**src/rtl/timer_dev.sv**
```systemverilog
// Memory-mapped countdown timer: CTRL/PRESET/COUNT registers with one-shot and auto-reload modes.
// Optional prescaler enabled by defining TIMER_PRESCALE_EN.
module timer_dev #(
  parameter int unsigned PRESCALE = 1
) (
  input  logic        clk,
  input  logic        reset,
  input  logic        sel,
  input  logic [1:0]  addr,
  input  logic        we,
  input  logic [31:0] wdata,
  output logic [31:0] rdata,
  output logic        irq
);

  localparam logic [1:0] IDLE = 2'd0;
  localparam logic [1:0] LOAD = 2'd1;
  localparam logic [1:0] CNT  = 2'd2;
  localparam logic [1:0] INT  = 2'd3;

  logic [1:0]  state;
  logic        en;
  logic [1:0]  mode;
  logic        im;
  logic [31:0] preset;
  logic [31:0] count;
  logic        irq_pend;
  logic        pend_auto;
  logic        ctrl_wr;
  logic        preset_wr;
  logic        en_eff;
  logic        tick;

  assign ctrl_wr   = sel & we & (addr == 2'd0);
  assign preset_wr = sel & we & (addr == 2'd1);
  // A CTRL write clearing EN takes effect on the same edge while loading or counting.
  assign en_eff    = ctrl_wr ? wdata[0] : en;

`ifdef TIMER_PRESCALE_EN
  logic [15:0] pre;

  assign tick = (pre == 16'(PRESCALE - 1));

  always_ff @(posedge clk) begin
    if (!reset) begin
      pre <= '0;
    end else if (state == CNT && en_eff) begin
      pre <= tick ? '0 : pre + 16'd1;
    end else begin
      pre <= '0;
    end
  end
`else
  localparam int unsigned unused_prescale = PRESCALE;
  assign tick = 1'b1;
`endif

  always_ff @(posedge clk) begin
    if (!reset) begin
      state     <= IDLE;
      en        <= 1'b0;
      mode      <= '0;
      im        <= 1'b0;
      preset    <= '0;
      count     <= '0;
      irq_pend  <= 1'b0;
      pend_auto <= 1'b0;
      irq       <= 1'b0;
    end else begin
      irq       <= im & irq_pend;
      pend_auto <= 1'b0;
      if (ctrl_wr) begin
        {im, mode, en} <= wdata[3:0];
      end
      if (preset_wr) begin
        preset <= wdata;
      end
      // Clears come first so that a set from INT on the same edge wins.
      if (ctrl_wr || preset_wr || pend_auto) begin
        irq_pend <= 1'b0;
      end
      case (state)
        IDLE: if (en) state <= LOAD;
        LOAD: begin
          if (!en_eff) begin
            state <= IDLE;
          end else begin
            count <= preset;
            state <= CNT;
          end
        end
        CNT: begin
          if (!en_eff) begin
            state <= IDLE;
          end else if (tick) begin
            if (count > 32'd1) begin
              count <= count - 32'd1;
            end else begin
              count <= '0;
              state <= INT;
            end
          end
        end
        INT: begin
          irq_pend <= 1'b1;
          if (mode == 2'd1) begin
            pend_auto <= 1'b1;
            state     <= LOAD;
          end else begin
            if (!ctrl_wr) en <= 1'b0;
            state <= IDLE;
          end
        end
        default: state <= IDLE;
      endcase
    end
  end

  always_comb begin
    rdata = '0;
    case (addr)
      2'd0:    rdata = {28'd0, im, mode, en};
      2'd1:    rdata = preset;
      2'd2:    rdata = count;
      default: rdata = '0;
    endcase
  end

endmodule
```
**config.mk**
```make
export PLATFORM = sky130hd
export DESIGN_NAME = timer_dev
export DESIGN_NICKNAME = d
export VERILOG_FILES = /design/src/rtl/timer_dev.sv
export SDC_FILE = /design/constraint.sdc
export NUM_CORES = 1
export LEC_CHECK = 0
export BUFFER_PORTS_ARGS = -buffer_cell sky130_fd_sc_hd__buf_2
export CORE_MARGIN = 3
export CORE_UTILIZATION = 57
export DETAILED_ROUTE_END_ITERATION = 6
export PLACE_DENSITY_LB_ADDON = 0.3
export SYNTH_ARGS = -nofsm -noshare
export SYNTH_HDL_FRONTEND = slang
export SYNTH_SLANG_ARGS = --single-unit
```
**constraint.sdc**
```tcl
create_clock -name clk -period 2.7 [get_ports clk]
set_input_delay 0.54 -clock clk [delete_from_list [all_inputs] [get_ports clk]]
set_output_delay 0.54 -clock clk [all_outputs]
set_load 0.1 [all_outputs]
```
==> results of run 1 <==
## state kept, by name, summed over array words and instances (netlist names)
register	cells
mode	2
en	1
state	2
preset	32
im	1
pend_auto	1
irq	1
irq_pend	1
count	32
## kinds of logic (layout without fill, tap and decap cells)
family                   Yosys count  after routing  synth area share, %
XOR/XNOR                           1              1                0.204
buffers and inverters             60            130                 5.71
adder cells (fa/ha/maj)            2              2                0.582
multiplexers                      10             10                 2.39
AND/OR/NAND/NOR                  240            240                 28.1
AO/OA/AOI/OAI                    192            192                 29.1
flip-flops                        73             73                 34.0
## layer usage
metal	global-route usage [%]	routed length, um	vias up
li1	-	-	2256
met1	43.9	5580	2299
met2	51.6	6550	287
met3	6.34	1510	31
met4	11.6	323	0
met5	0	0	-
## worst reg2reg max path, delay by kind of cell (launching register included)
kind	cells	cell delay, ns
flip-flops	1	0.37
AND/OR/NAND/NOR	2	1.05
buffers and inverters	1	0.26
AO/OA/AOI/OAI	3	0.71
## area by class of cell
type	count	area [sq um]
clock buffer	10	128
clock inverter	5	57.6
fill	569	1780
inverter	8	30.0
multi-input combinational	445	2640
sequential	73	1460
tap	99	124
timing repair buffer	107	1070
## cell usage in the layout (no fill, tap or decap), types with 3 or more instances in the layout
cell | synthesis | routed
sky130_fd_sc_hd__o41ai_1 | 3 | 3
sky130_fd_sc_hd__clkbuf_8 | 0 | 9
sky130_fd_sc_hd__buf_12 | 0 | 30
sky130_fd_sc_hd__mux2i_1 | 8 | 7
sky130_fd_sc_hd__o41a_1 | 3 | 3
sky130_fd_sc_hd__nor4_1 | 16 | 16
sky130_fd_sc_hd__nor4_2 | 3 | 3
sky130_fd_sc_hd__o21a_1 | 6 | 6
sky130_fd_sc_hd__a22o_1 | 28 | 8
sky130_fd_sc_hd__a22oi_1 | 15 | 15
sky130_fd_sc_hd__nand4_1 | 6 | 6
sky130_fd_sc_hd__nand2_1 | 121 | 121
sky130_fd_sc_hd__buf_4 | 0 | 35
sky130_fd_sc_hd__or4_1 | 10 | 10
sky130_fd_sc_hd__a21oi_1 | 53 | 53
sky130_fd_sc_hd__inv_1 | 7 | 7
sky130_fd_sc_hd__o21ai_0 | 46 | 42
sky130_fd_sc_hd__o31ai_1 | 3 | 3
sky130_fd_sc_hd__and3_1 | 3 | 3
sky130_fd_sc_hd__nor3_1 | 10 | 10
sky130_fd_sc_hd__buf_2 | 4 | 42
sky130_fd_sc_hd__nor2b_1 | 7 | 5
sky130_fd_sc_hd__nor4b_1 | 3 | 3
sky130_fd_sc_hd__nor2_1 | 16 | 16
sky130_fd_sc_hd__or3_1 | 5 | 5
sky130_fd_sc_hd__o21ai_2 | 0 | 3
sky130_fd_sc_hd__and2_1 | 7 | 7
sky130_fd_sc_hd__o21ai_1 | 2 | 3
sky130_fd_sc_hd__nand3_1 | 18 | 18
sky130_fd_sc_hd__a31oi_1 | 11 | 11
sky130_fd_sc_hd__a22o_2 | 0 | 20
sky130_fd_sc_hd__dfxtp_1 | 73 | 73
sky130_fd_sc_hd__o31a_1 | 7 | 7
## stage by stage
step | utilization, % | hold slack (ns) | power [mW]
after global placement | 73.0 | 0.451 | 1.31
after floorplan | - | 0.444 | 1.23
after global routing | 75.6 | 0.421 | 2.20
after CTS | 75.6 | 0.415 | 2.13
after detailed placement | 73.0 | 0.465 | 1.31
final | 75.6 | 0.419 | 2.13
## worst paths after layout
kind	start	endpoint	slack, ns	depth (start not counted)
hold / removal	wdata[17]	preset[17]	0.42	3
setup / recovery	count[6]	count[5]	0.18	6
setup reg to reg	count[6]	count[5]	0.18	6
hold reg to reg	preset[16]	preset[16]	0.47	2
## report_power, final
part / internal [mW] / switching, mW
logic: 0.0671 / 0.121
clock network: 0.422 / 0.422
registers: 1.09 / 0.0137
==> results.py, run 1 <==
metrics = {
    "synthesis": {
        "synth_top_cells_by_area": "sky130_fd_sc_hd__dfxtp_1, sky130_fd_sc_hd__nand2_1, sky130_fd_sc_hd__a21oi_1",
        "ffs_w_async_s_r_synth_pct": 0,
        "post_synth_instance_area_sq_mm": 0.00430,
        "synthCells": 578,
        "netlist_top_cells_count": "sky130_fd_sc_hd__nand2_1, sky130_fd_sc_hd__dfxtp_1, sky130_fd_sc_hd__a21oi_1, sky130_fd_sc_hd__o21ai_0, sky130_fd_sc_hd__clkbuf_1",
        "number_of_warnings_issued_by_yosys": 0,
        "synth_flop_cell": "sky130_fd_sc_hd__dfxtp_1",
        "synth.distinct_cells": 57,
        "ys_seq_area_share_pct": 34.0,
        "postSynthRegisterBits": 73,
        "synth.avg_cell_area_sq_um": 7.44,
        "post-synth-top-area-fraction_pct": 34.0,
        "synth.net_count": 618,
        "count_of_flip_flops_with_a_built_in_enable_after_synthesis": 0,
        "post-synth-top-area-cell": "sky130_fd_sc_hd__dfxtp_1",
        "post-synth-top-count-cell": "sky130_fd_sc_hd__nand2_1",
    },
    "outcome": {
        "outcome": "complete, no violations",
    },
    "drt": {
        "drt_iter0_markers": 604,
        "drt-vias-per-instance": 6.52,
        "drc": 0,
        "route.detailed.wl_per_inst_um": 18.7,
        "totalWireLength_mm": 14.0,
        "via_total_after_detailed_routing": 4873,
        "first_pass_iteration_count_of_the_detailed_router": 7,
        "antenna_left": 0,
    },
    "run": {
        "drv_cap": 0,
    },
    "clock_network": {
        "cts_sinks": 73,
        "postCtsSetupRepairBufs": 0,
        "clock_path_buffers": 2,
        "cts.hold.buffers_added": 0,
        "worst_skew_pair.late_latency_ns": 0.35,
        "clk_pin_slew_ns": 0.08,
        "tritoncts": "yes",
        "cts.htree.levels": 3,
        "number_of_clock_buffers_inserted_by_tritoncts": 9,
        "post_cts.resized_instances": 0,
        "cts_root_buf": "sky130_fd_sc_hd__clkbuf_8",
    },
    "pwr": {
        "power.static_leakage_nw": 2.07,
        "power_per_cell_area_mw_per_mm2": 387,
        "vdd_ir_drop_max_uv": 388,
    },
    "placement": {
        "routabilityCongestion": 0.961,
        "placed_cells": 732,
        "placed_area_sq_mm": 0.00533,
        "portBuffers": 70,
        "hpwlAfterDp_mm": 9.73,
        "place_ws_ns": 0.250,
    },
    "die": {
        "chipHeight_um": 92.8,
        "initial_core_util_pct": 58.9,
        "num_io_pins": 71,
        "core_box_area_sq_mm": 0.00729,
        "fp-row-count": 31,
        "die-width_um": 92.8,
        "die_area_sq_mm": 0.00862,
    },
    "timing": {
        "worst_pin_slew_ns": 0.825,
        "max_clock_freq_mhz": 397,
        "report.final.hold_viol_count": 0,
        "final_critical_path_setup_slack_ns": 0.181,
        "period_minus_ws_final_ns": 2.52,
        "drv_slew": 0,
        "setup-tns-final_ns": 0,
        "timing.final.crit_share_pct": 93.3,
        "finalSetupViolations": 0,
        "unrepaired_setup_endpoints_after_global_routing": "false",
        "final.setup_skew_ns": 0.00709,
        "rel_slew_slack_pct": 44.8,
    },
    "setup_path": {
        "critical_path_class": "flop to flop",
        "cp_data_arrival_time_ns": 2.75,
        "timing.critical_path.buf_inv": 1,
        "slowest_delay_ns": 0.54,
        "critPathRequiredTime_ns": 2.93,
        "start_kind": "flop",
        "crit_path_max_fanout": 11,
        "path_delay_family": "simple AND/OR/NAND/NOR gates",
        "worstPathCellList": "or4_4 -> or4_1 -> o31a_1 -> buf_4 -> a22oi_1 -> a21oi_1",
        "critPathSlowestCell": "sky130_fd_sc_hd__or4_4",
        "cp-end-kind": "flop",
    },
    "global_routing": {
        "gr-usage-all-layers_pct": 32.5,
        "grt_start_max_net_pins": 44,
        "antenna_found_initial": 0,
        "grt_first_pass_wirelength_mm": 22.3,
        "first_global_vias": 4468,
        "grt.overflow.total": 0,
    },
    "cells_and_area": {
        "area_delta_synth_final_pct": 28.2,
        "share_of_layout_cells_above_drive_strength_1_pct": 24.5,
        "num_antenna_cells": 0,
        "design_area_sq_mm": 0.00551,
        "finish.net_count": 684,
        "instances_no_fill": 747,
    },
    "min_path": {
        "worst_hold_path_type": "input pin to flop",
    },
}
Power figures use the tool's default switching activity.
==> run 2: changes to the inputs <==
==> constraint.sdc (replaced) <==
create_clock -name clk -period 2.7 [get_ports clk]
set_input_delay 0.81 -clock clk [delete_from_list [all_inputs] [get_ports clk]]
set_output_delay 0.81 -clock clk [all_outputs]
set_load 0.1 [all_outputs]
==> run 2 against run 1 <==
Effect of this change:
- flip-flop and latch count is the same
- worst setup slack lost 0.13 ns
- sequential share of layout area shrank 2.1 points
- sequential power is essentially flat
- die area is the same
- total power grew 8.6%
- cell area grew 8.5%
- critical endpoint is now rdata[1]
- largest power group unchanged
==> results.py, run 2 (same netlist as run 1, synthesis figures left out) <==
metrics = {
    "outcome": {
        "outcome": "complete, no violations",
    },
    "cells_and_area": {
        "share_of_layout_cells_above_drive_strength_1_pct": 26.9,
        "final_common_cell": "sky130_fd_sc_hd__nand2_1",
        "layout.filler_cells": 487,
        "num_antenna_cells": 0,
        "area_delta_synth_final_pct": 39.1,
        "most-common-layout-cells": "sky130_fd_sc_hd__nand2_1, sky130_fd_sc_hd__dfxtp_1, sky130_fd_sc_hd__a21oi_1",
        "reg_top3": "count x32, preset x32",
        "finish.net_count": 692,
    },
    "clock_network": {
        "clock_path_buffers": 2,
        "clk_pin_slew_ns": 0.08,
        "tritoncts": "yes",
        "cts.htree.levels": 3,
        "worst_skew_pair.late_latency_ns": 0.35,
        "cts_root_buf": "sky130_fd_sc_hd__clkbuf_8",
        "number_of_clock_buffers_inserted_by_tritoncts": 9,
        "cts_sinks": 73,
        "cts.hold.buffers_added": 0,
    },
    "global_routing": {
        "antenna_found_initial": 0,
        "grt_start_max_net_pins": 45,
        "first_global_vias": 4891,
        "grt_first_pass_wirelength_mm": 24.2,
        "gr-usage-all-layers_pct": 35.1,
        "grt.overflow.total": 0,
    },
    "drt": {
        "via_total_after_detailed_routing": 5097,
        "antenna_left": 0,
        "drt-vias-per-instance": 6.74,
        "drt_iter0_markers": 659,
        "first_pass_iteration_count_of_the_detailed_router": 6,
        "route.detailed.wl_per_inst_um": 20.1,
        "drc": 0,
        "totalWireLength_mm": 15.2,
    },
    "timing": {
        "finalSetupViolations": 0,
        "worst_pin_slew_ns": 0.795,
        "timing.final.crit_share_pct": 98.2,
        "final_critical_path_setup_slack_ns": 0.0477,
        "period_minus_ws_final_ns": 2.65,
        "unrepaired_setup_endpoints_after_global_routing": "false",
        "drv_slew": 0,
        "hold_ws_ns": 0.488,
        "rel_slew_slack_pct": 46.8,
        "report.final.hold_viol_count": 0,
        "final.setup_skew_ns": 0.0111,
        "max_clock_freq_mhz": 377,
    },
    "placement": {
        "place_ws_ns": -0.0166,
        "portBuffers": 70,
        "hpwlAfterDp_mm": 10.3,
        "routabilityCongestion": 0.988,
    },
    "die": {
        "core_box_area_sq_mm": 0.00729,
        "die-width_um": 92.8,
        "num_io_pins": 71,
        "fp-row-count": 31,
        "chipHeight_um": 92.8,
        "initial_core_util_pct": 58.9,
        "die_area_sq_mm": 0.00862,
    },
    "min_path": {
        "number_of_cells_on_the_worst_hold_path": 2,
        "worst_hold_path_type": "flop to flop",
    },
    "setup_path": {
        "crit_path_max_fanout": 17,
        "cp-end-kind": "output pin",
        "start_kind": "input pin",
        "rr_worst_depth": 6,
        "critPathRequiredTime_ns": 1.89,
        "r2r_slack_ns": 0.20,
        "cp_data_arrival_time_ns": 1.84,
        "critical_path_class": "input pin to output pin",
    },
    "pwr": {
        "power.static_leakage_nw": 2.35,
        "vdd_ir_drop_max_uv": 333,
        "power_per_cell_area_mw_per_mm2": 387,
    },
    "run": {
        "drv_cap": 0,
    },
}
[run 2: critical path, cell delays in order]
cell and delay [ns]:
sky130_fd_sc_hd__clkbuf_4 0.19, sky130_fd_sc_hd__nor2b_4 0.26, sky130_fd_sc_hd__buf_12 0.19, sky130_fd_sc_hd__nand2_1 0.11, sky130_fd_sc_hd__o21ai_4 0.09, sky130_fd_sc_hd__buf_12 0.19
[run 2: layer usage]
metal	share of wire, %	up-vias	global-route usage (%)
li1	-	2281	-
met3	9.9	75	6.09
met4	4.2	0	18.9
met5	0	-	0
met1	39	2401	45.5
met2	47	340	55.4
[run 2: where the power goes]
part,switching (mW),internal [mW],total (mW)
sequential,0.0151,1.09,1.10
combinational,0.138,0.0838,0.222
clock,0.419,0.573,0.993
total,0.572,1.74,2.32
[run 2: area by class of cell]
type                            count  area (sq um)  share of cell area [%]
Timing Repair Buffer              115          1250                    20.8
Clock inverter                      2          60.1                    1.00
Tap cell                           99           124                    2.07
Sequential cell                    73          1460                    24.4
Inverter                            8          30.0                   0.502
Multi-Input combinational cell    445          2900                    48.4
Clock buffer                       14           163                    2.72
[run 2: path summary, 6_finish.rpt]
path,startpoint,end
worst max register to register,count[4],count[5]
worst max-delay path,addr[0],rdata[1]
worst min register to register,preset[12],preset[12]
worst min-delay path,preset[12],preset[12]
[run 2: per-stage QoR]
| stage | setup TNS [ns] | utilization, % | power [mW] | cells | cell area [sq um] |
|---|---|---|---|---|---|
| floorplan | 0 | - | 1.24 | 578 | 4600 |
| global placement | 0 | 78.6 | 1.33 | 738 | 5730 |
| detailed placement | -0.0349 | 78.6 | 1.34 | 738 | 5730 |
| CTS | 0 | 81.7 | 2.31 | 754 | 5960 |
| global route | 0 | 82.0 | 2.37 | 756 | 5980 |
| finish | 0 | 82.0 | 2.32 | 756 | 5980 |
[run 2: what timing repair did]
item	CTS	global route
endpoints found under the setup margin	0	11
endpoints found under the hold margin	0	0
gates resized for setup	0	2
setup buffers	0	2
